File: config.mk
export PLATFORM = sky130hd
export DESIGN_NAME = pulse_channel
export DESIGN_NICKNAME = d
export VERILOG_FILES = /design/src/rtl/sound_pkg.sv /design/src/rtl/frame_sequencer.sv /design/src/rtl/pulse_channel.sv
export SDC_FILE = /design/constraint.sdc
export NUM_CORES = 1
export LEC_CHECK = 0
export CORE_ASPECT_RATIO = 1.4
export CORE_MARGIN = 8
export CORE_UTILIZATION = 41
export DETAILED_ROUTE_END_ITERATION = 8
export PLACE_DENSITY = 0.6
export RECOVER_POWER = 100
export SLEW_MARGIN = 20
export SYNTH_ARGS = -nofsm -noshare
export SYNTH_HDL_FRONTEND = slang
export SYNTH_HIERARCHICAL = 1
export SYNTH_SLANG_ARGS = --single-unit
File: constraint.sdc
create_clock -name system_clock -period 12.2 [get_ports system_clock]
set_clock_uncertainty 0.1 [all_clocks]
set_input_delay 1.22 -clock system_clock [delete_from_list [all_inputs] [get_ports system_clock]]
set_output_delay 1.22 -clock system_clock [all_outputs]
set_load 0.01 [all_outputs]
File: src/rtl/sound_pkg.sv
// Shared constants and helpers for the square/pulse sound channels.
package sound_pkg;

  // Duty waveforms, MSB is duty step 0.
  localparam logic [7:0] DUTY_PATTERNS [4] = '{
    8'b0000_0001,
    8'b1000_0001,
    8'b1000_0111,
    8'b0111_1110
  };

  // Frame-sequencer steps (bit n set = unit clocks on step n).
  localparam logic [7:0] LEN_STEPS   = 8'b0101_0101;
  localparam logic [7:0] SWEEP_STEPS = 8'b0100_0100;
  localparam logic [7:0] ENV_STEPS   = 8'b1000_0000;

  typedef enum logic {
    ENV_DOWN = 1'b0,
    ENV_UP   = 1'b1
  } env_dir_t;

  function automatic logic duty_bit(input logic [1:0] duty, input logic [2:0] step);
    logic [7:0] pat;
    pat = DUTY_PATTERNS[duty];
    return pat[3'd7 - step];
  endfunction

  // 12-bit sweep target; bit 11 set means the result exceeds 2047.
  function automatic logic [11:0] sweep_calc(input logic [10:0] shadow,
                                             input logic [2:0]  shift,
                                             input logic        negate);
    logic [11:0] base;
    logic [11:0] delta;
    base  = {1'b0, shadow};
    delta = base >> shift;
    return negate ? (base - delta) : (base + delta);
  endfunction

endpackage

File: src/rtl/frame_sequencer.sv
// 8-step frame sequencer driven by the 512 Hz strobe; emits unit clock strobes.
module frame_sequencer
  import sound_pkg::*;
(
  input  logic clk,
  input  logic rst_n,
  input  logic frame_tick,
  output logic len_clk,
  output logic sweep_clk,
  output logic env_clk
);

  logic [2:0] step_q;
  logic [2:0] step_d;

  // Advance the step on each tick; strobes fire for the step being entered.
  always_comb begin
    step_d    = step_q;
    len_clk   = 1'b0;
    sweep_clk = 1'b0;
    env_clk   = 1'b0;
    if (frame_tick) begin
      step_d    = step_q + 3'd1;
      len_clk   = LEN_STEPS[step_d];
      sweep_clk = SWEEP_STEPS[step_d];
      env_clk   = ENV_STEPS[step_d];
    end
  end

  // Step register.
  always_ff @(posedge clk or negedge rst_n) begin
    if (!rst_n) begin
      step_q <= '0;
    end else begin
      step_q <= step_d;
    end
  end

endmodule

File: src/rtl/pulse_channel.sv
// Square-wave channel: duty timer, length, envelope, optional sweep, registered sample.
module pulse_channel
  import sound_pkg::*;
#(
  parameter int unsigned OUT_W      = 24,
  parameter bit          SWEEP_EN   = 1'b1,
  parameter int unsigned TIMER_MULT = 4
) (
  input  logic             system_clock,
  input  logic             reset,
  input  logic             frame_tick,
  input  logic [7:0]       nrx0,
  input  logic [7:0]       nrx1,
  input  logic [7:0]       nrx2,
  input  logic [7:0]       nrx3,
  input  logic [7:0]       nrx4,
  input  logic             trig,
  input  logic             len_wr,
  input  logic             freq_wr,
  output logic [OUT_W-1:0] sample,
  output logic             active
);

  localparam int unsigned TMR_W = 12 + $clog2(TIMER_MULT);

  logic [10:0]      freq_q, freq_d;
  logic [TMR_W-1:0] tmr_q, tmr_d;
  logic [2:0]       duty_step_q, duty_step_d;
  logic [6:0]       len_q, len_d;
  logic [3:0]       vol_q, vol_d;
  logic [2:0]       env_cnt_q, env_cnt_d;
  logic             active_q, active_d;
  logic [OUT_W-1:0] sample_q, sample_d;

  logic             len_clk, sweep_clk, env_clk;
  logic             len_expire;
  logic             sweep_upd, sweep_kill;
  logic [10:0]      sweep_freq;

  logic             dac_on;
  logic [10:0]      reg_freq;
  logic [2:0]       env_period;
  env_dir_t         env_dir;
  logic             unused_inputs;

  assign dac_on        = (nrx2[7:3] != '0);
  assign reg_freq      = {nrx4[2:0], nrx3};
  assign env_period    = nrx2[2:0];
  assign env_dir       = env_dir_t'(nrx2[3]);
  assign unused_inputs = ^{nrx0[7], nrx4[7], nrx4[5:3]};

  function automatic logic [TMR_W-1:0] period_of(input logic [10:0] f);
    logic [TMR_W-1:0] span;
    span = TMR_W'(12'd2048 - {1'b0, f});
    return span * TMR_W'(TIMER_MULT);
  endfunction

  frame_sequencer u_frame_seq (
    .clk        (system_clock),
    .rst_n      (reset),
    .frame_tick (frame_tick),
    .len_clk    (len_clk),
    .sweep_clk  (sweep_clk),
    .env_clk    (env_clk)
  );

  // Frequency register, frequency timer and duty step.
  always_comb begin
    freq_d      = freq_q;
    tmr_d       = tmr_q;
    duty_step_d = duty_step_q;
    if (trig || freq_wr) begin
      freq_d = reg_freq;
    end
    if (sweep_upd) begin
      freq_d = sweep_freq;
    end
    if (trig) begin
      tmr_d       = period_of(freq_d);
      duty_step_d = '0;
    end else if (tmr_q <= TMR_W'(1)) begin
      tmr_d       = period_of(freq_q);
      duty_step_d = duty_step_q + 3'd1;
    end else begin
      tmr_d = tmr_q - TMR_W'(1);
    end
  end

  // Length counter; a write lands before the trigger's zero-means-64 rule.
  always_comb begin
    len_d      = len_q;
    len_expire = 1'b0;
    if (len_wr) begin
      len_d = 7'd64 - {1'b0, nrx1[5:0]};
    end
    if (trig) begin
      if (len_d == '0) begin
        len_d = 7'd64;
      end
    end else if (!len_wr && len_clk && nrx4[6] && (len_q != '0)) begin
      len_d      = len_q - 7'd1;
      len_expire = (len_d == '0);
    end
  end

  // Volume envelope with saturation at both ends; period 0 freezes volume.
  always_comb begin
    vol_d     = vol_q;
    env_cnt_d = env_cnt_q;
    if (trig) begin
      vol_d     = nrx2[7:4];
      env_cnt_d = env_period;
    end else if (env_clk && (env_period != '0)) begin
      if (env_cnt_q <= 3'd1) begin
        env_cnt_d = env_period;
        if (env_dir == ENV_UP) begin
          if (vol_q != 4'hF) begin
            vol_d = vol_q + 4'd1;
          end
        end else if (vol_q != '0) begin
          vol_d = vol_q - 4'd1;
        end
      end else begin
        env_cnt_d = env_cnt_q - 3'd1;
      end
    end
  end

  // Channel enable: sweep overflow and DAC-off override a trigger in the same cycle.
  always_comb begin
    active_d = active_q;
    if (len_expire) begin
      active_d = 1'b0;
    end
    if (trig) begin
      active_d = 1'b1;
    end
    if (sweep_kill) begin
      active_d = 1'b0;
    end
    if (!dac_on) begin
      active_d = 1'b0;
    end
  end

  // Output sample from current state; registered below.
  always_comb begin
    sample_d = '0;
    if (active_q && duty_bit(nrx1[7:6], duty_step_q)) begin
      sample_d = OUT_W'(vol_q) << (OUT_W - 4);
    end
  end

  generate
    if (SWEEP_EN) begin : g_sweep
      logic [10:0] shadow_q, shadow_d;
      logic [3:0]  sw_tmr_q, sw_tmr_d;
      logic        sw_on_q, sw_on_d;
      logic [2:0]  sw_period;
      logic [2:0]  sw_shift;
      logic        sw_negate;
      logic [3:0]  sw_reload;
      logic [11:0] calc_trig, calc_cur, calc_next;

      assign sw_period = nrx0[6:4];
      assign sw_negate = nrx0[3];
      assign sw_shift  = nrx0[2:0];
      assign sw_reload = (sw_period == '0) ? 4'd8 : {1'b0, sw_period};

      // Sweep timer, shadow frequency and both overflow checks.
      always_comb begin
        shadow_d   = shadow_q;
        sw_tmr_d   = sw_tmr_q;
        sw_on_d    = sw_on_q;
        sweep_upd  = 1'b0;
        sweep_kill = 1'b0;
        sweep_freq = shadow_q;
        calc_trig  = sweep_calc(reg_freq, sw_shift, sw_negate);
        calc_cur   = sweep_calc(shadow_q, sw_shift, sw_negate);
        calc_next  = sweep_calc(calc_cur[10:0], sw_shift, sw_negate);
        if (trig) begin
          shadow_d = reg_freq;
          sw_tmr_d = sw_reload;
          sw_on_d  = (sw_period != '0) || (sw_shift != '0);
          if ((sw_shift != '0) && (calc_trig > 12'd2047)) begin
            sweep_kill = 1'b1;
          end
        end else if (sweep_clk) begin
          if (sw_tmr_q <= 4'd1) begin
            sw_tmr_d = sw_reload;
            if (sw_on_q && (sw_period != '0)) begin
              if (calc_cur > 12'd2047) begin
                sweep_kill = 1'b1;
              end else if (sw_shift != '0) begin
                shadow_d   = calc_cur[10:0];
                sweep_upd  = 1'b1;
                sweep_freq = calc_cur[10:0];
                if (calc_next > 12'd2047) begin
                  sweep_kill = 1'b1;
                end
              end
            end
          end else begin
            sw_tmr_d = sw_tmr_q - 4'd1;
          end
        end
      end

      // Sweep state registers.
      always_ff @(posedge system_clock or negedge reset) begin
        if (!reset) begin
          shadow_q <= '0;
          sw_tmr_q <= '0;
          sw_on_q  <= 1'b0;
        end else begin
          shadow_q <= shadow_d;
          sw_tmr_q <= sw_tmr_d;
          sw_on_q  <= sw_on_d;
        end
      end
    end else begin : g_no_sweep
      logic unused_sweep;
      assign unused_sweep = ^{nrx0, sweep_clk};
      assign sweep_upd    = 1'b0;
      assign sweep_kill   = 1'b0;
      assign sweep_freq   = '0;
    end
  endgenerate

  // Channel state and output registers.
  always_ff @(posedge system_clock or negedge reset) begin
    if (!reset) begin
      freq_q      <= '0;
      tmr_q       <= '0;
      duty_step_q <= '0;
      len_q       <= '0;
      vol_q       <= '0;
      env_cnt_q   <= '0;
      active_q    <= 1'b0;
      sample_q    <= '0;
    end else begin
      freq_q      <= freq_d;
      tmr_q       <= tmr_d;
      duty_step_q <= duty_step_d;
      len_q       <= len_d;
      vol_q       <= vol_d;
      env_cnt_q   <= env_cnt_d;
      active_q    <= active_d;
      sample_q    <= sample_d;
    end
  end

  assign sample = sample_q;
  assign active = active_q;

endmodule

==> run_results.csv <==
group,metric,value,unit
logic_synthesis,synth-async-reset-ratio,1.00,
global_route,first_pass_grt_wire_length,34.9,mm
sta,unrepaired_setup_endpoints_after_global_routing,"no",
final_layout,total_area_of_multi_input_combinational_cells,0.00552,sq mm
pwr,fin_total_pwr,1.11,mW
routing,totalWireLength,21.7,mm
final_layout,design.final.nets,1094,
clock_tree,clk_latency,330,ps
pwr,pwr-share-clk,0.235,
setup_path,critical_path_class,"primary input to flip-flop",
clock_tree,cts-hold-fix-buffers,0,
global_route,number_of_global_route_vias_before_repair,6815,
clock_tree,cts_setup_buffers,0,
die,rows,59,
die,ioPinCount,71,
placed_design,portBuffers,45,
placed_design,globalplace.congestion,0.907,
setup_path,regToRegSetupSlack,4630,ps
logic_synthesis,synth-warning-count,6,
final_layout,drive_gt1_frac,0.0593,
logic_synthesis,synthesis.instances,975,
clock_tree,ctsResizeCount,0,
pwr,seq_power_share,0.259,
setup_path,cp.required,12320,ps
placed_design,place_hpwl,16.4,mm
final_layout,finalCoreUtilization,0.459,
global_route,grt_util_all_layers,0.183,
final_layout,layout_common_cells,"sky130_fd_sc_hd__nor2_1 (103), sky130_fd_sc_hd__nand2_1 (92), sky130_fd_sc_hd__a21oi_1 (84)",
min_path,startpoint_of_the_most_critical_hold_path,"u_frame_seq/step_q[2]$_DFFE_PN0P_",
min_path,min_delay_worst_endpoint,"u_frame_seq/step_q[2]$_DFFE_PN0P_",
final_layout,nFillCells,1869,
min_path,hold_class,"flip-flop to flip-flop",
routing,total_vias_in_the_final_route,7028,
routing,antenna_left,0,
die,die-width,131,um
setup_path,timing.critical_path.from_type,"primary input",
run,cap_viol_max_count,3,
setup_path,max_stage_delay,1330,ps
logic_synthesis,synth_seq_area_share,0.217,
final_layout,insertedDiodeCount,0,
setup_path,worstSetupEndpointType,"flip-flop",
logic_synthesis,syn_area_per_cell,7.82,sq um
clock_tree,cts_sinks,66,
final_layout,design_area,0.00843,sq mm
setup_path,worst-r2r-cell-count,29,
final_layout,area.sequential,0.00165,sq mm
pwr,p_int,0.633,mW
sta,final_period_minus_worst_setup_slack,10010,ps
logic_synthesis,synth_seq_cells,66,
placed_design,placed_area,0.00816,sq mm
routing,detail_route.drc_violations,0,
logic_synthesis,synthTopCellsByArea,"sky130_fd_sc_hd__dfrtp_1 (22%), sky130_fd_sc_hd__ha_1 (9.2%), sky130_fd_sc_hd__a21oi_1 (5.5%)",
logic_synthesis,post_synth_num_cell_types,79,
pwr,powerDensity,132,mW/mm^2
logic_synthesis,synth_top_area_frac,0.217,
setup_path,regToRegStartpoint,"g_sweep.shadow_q[7]$_DFF_PN0_",
sta,timing.slew.headroom,-1.46,
logic_synthesis,syn-cell-area,0.00763,sq mm
setup_path,timing.critical_path.fanout_max,40,
die,core_region_area,0.0184,sq mm
clock_tree,clock_buffers_created_by_tritoncts,9,
sta,final_max_slew_viol_count,175,
clock_tree,cts_root_buffer,"sky130_fd_sc_hd__clkbuf_16",
clock_tree,cts_tree,"built",
logic_synthesis,number_of_synthesized_flops_with_an_enable_pin,0,
global_route,grt_max_degree,67,
sta,max_slew.worst_pin.slew,3690,ps
clock_tree,deepest_clock_path_buffer_count,2,
setup_path,slowest_stage_cell_crit_path,"sky130_fd_sc_hd__clkbuf_1",
setup_path,arrival,10130,ps
pwr,power_dissipated_by_switching_net_loads,0.480,mW
clock_tree,htree_levels,3,
die,start_util,0.415,
global_route,total_congestion_overflow,0,
setup_path,worstReg2RegEnd,"active$_DFFE_PN0P_",
global_route,initial_antenna_violation_count,0,
final_layout,layout.cells.most_common,"sky130_fd_sc_hd__nor2_1",
die,fp.dieArea,0.0233,sq mm
clock_tree,cts.reportedPaths.clkPinSlew,60,ps
logic_synthesis,synth_area_leader_cell,"sky130_fd_sc_hd__dfrtp_1",
min_path,hold_depth,1,
pwr,pwr-share-comb,0.506,
pwr,netSwitchingFraction,0.431,
pwr,vdd_ir_drop_max,0.0684,mV
final_layout,area_delta_synth_final,10.5,%
logic_synthesis,ys_dominant_reg_cell,"sky130_fd_sc_hd__dfrtp_1",
pwr,leakagePower,3.48,nW
routing,post_drt_via_cell_ratio,5.67,
outcome,status,"finished with violations",
sta,finalCritPeriodShare,0.821,
sta,final-setup-viol-count,0,
routing,routedWlPerCell,17.5,um
outcome,violations,"max-capacitance violations, max-slew violations",
sta,whs,412,ps
sta,fin_setup_tns,0,ps
routing,detailedRoute.firstPassIterationCount,5,
sta,hold_vio_cnt_final,0,
die,die-height,177,um
routing,drtIter0Drc,442,
sta,fmax,99.9,MHz
-- stage by stage --
stage          setup slack, ps  std cells
2_1_floorplan             4830        994
3_3_place_gp              3080       1223
3_5_place_dp              2980       1223
6_report                  2190       1239
5_1_grt                   1560       1239
4_1_cts                   3320       1239
-- cell families (layout without fill, tap and decap cells) --
kind of cell | count (synthesis) | after routing | synth area share
AO/OA/AOI/OAI | 274 | 274 | 0.236
XOR/XNOR | 75 | 75 | 0.0881
adder cells (fa/ha/maj) | 58 | 58 | 0.0971
buffers and inverters | 113 | 114 | 0.0676
flip-flops | 66 | 66 | 0.217
multiplexers | 61 | 61 | 0.0901
other | 1 | 20 | 0.000492
AND/OR/NAND/NOR | 327 | 327 | 0.204
-- cell usage after synthesis, drive strengths merged, types with 9 or more instances --
cell    number
nand3       15
xor2        42
o21ai       64
dfrtp       66
buf         35
nand2       92
a211oi      16
nor3        28
clkbuf      34
inv         43
mux2        18
nand2b       9
ha          56
mux2i       39
nor2       103
or3         10
xnor2       33
nor2b       13
nor4        13
and3        11
a31oi       14
o21a        12
a21oi       84
-- layer usage --
metal / vias to the layer above / part of all wire / track usage
li1: 3512 / - / -
met1: 3348 / 0.43 / 0.212
met2: 135 / 0.52 / 0.336
met3: 33 / 0.025 / 0.0164
met4: 0 / 0.033 / 0.0802
met5: - / 0 / 0
-- flip-flops by register name, summed over array words and instances (netlist names) --
name                flops
g_sweep.sw_on_q         1
g_sweep.sw_tmr_q        4
freq_q                 11
env_cnt_q               3
len_q                   7
active                  1
sample                  4
u_frame_seq/step_q      3
vol_q                   4
g_sweep.shadow_q       11
duty_step_q             3
tmr_q                  14
-- power groups by stage --
| stage | clock (mW) | combinational, mW | sequential [mW] |
|---|---|---|---|
| floorplan | 0 | 0.423 | 0.279 |
| global placement | 0 | 0.555 | 0.291 |
| detailed placement | 0 | 0.560 | 0.291 |
| CTS | 0.266 | 0.563 | 0.288 |
| global route | 0.275 | 0.630 | 0.293 |
| finish | 0.261 | 0.563 | 0.289 |
-- worst max-delay path, delay by kind of cell --
kind | cells | cell delay, ps
buf+inv | 5 | 2920
mux | 1 | 270
simple gates | 6 | 800
compound gates | 13 | 3690
xor+xnor | 2 | 330
fa+ha+maj | 3 | 890
-- worst max path at each step --
stage | startpoint | to | slack (ps)
after floorplan | nrx0[0] | active$_DFFE_PN0P_ | 4830
after global placement | nrx0[2] | active$_DFFE_PN0P_ | 3080
after CTS | nrx0[2] | active$_DFFE_PN0P_ | 3320
after detailed placement | nrx0[1] | active$_DFFE_PN0P_ | 2980
after global routing | nrx0[1] | active$_DFFE_PN0P_ | 1560
final | nrx0[1] | active$_DFFE_PN0P_ | 2190
-- cell type report --
cell class / instances / share of cell area
clock buffers: 9 / 0.0267
well taps: 244 / 0.0362
multi-input cells: 815 / 0.655
repair buffers: 54 / 0.0577
inverters: 44 / 0.0196
flip-flops and latches: 66 / 0.196
clock inverters: 7 / 0.00920
(Power assumes the default switching activity.)
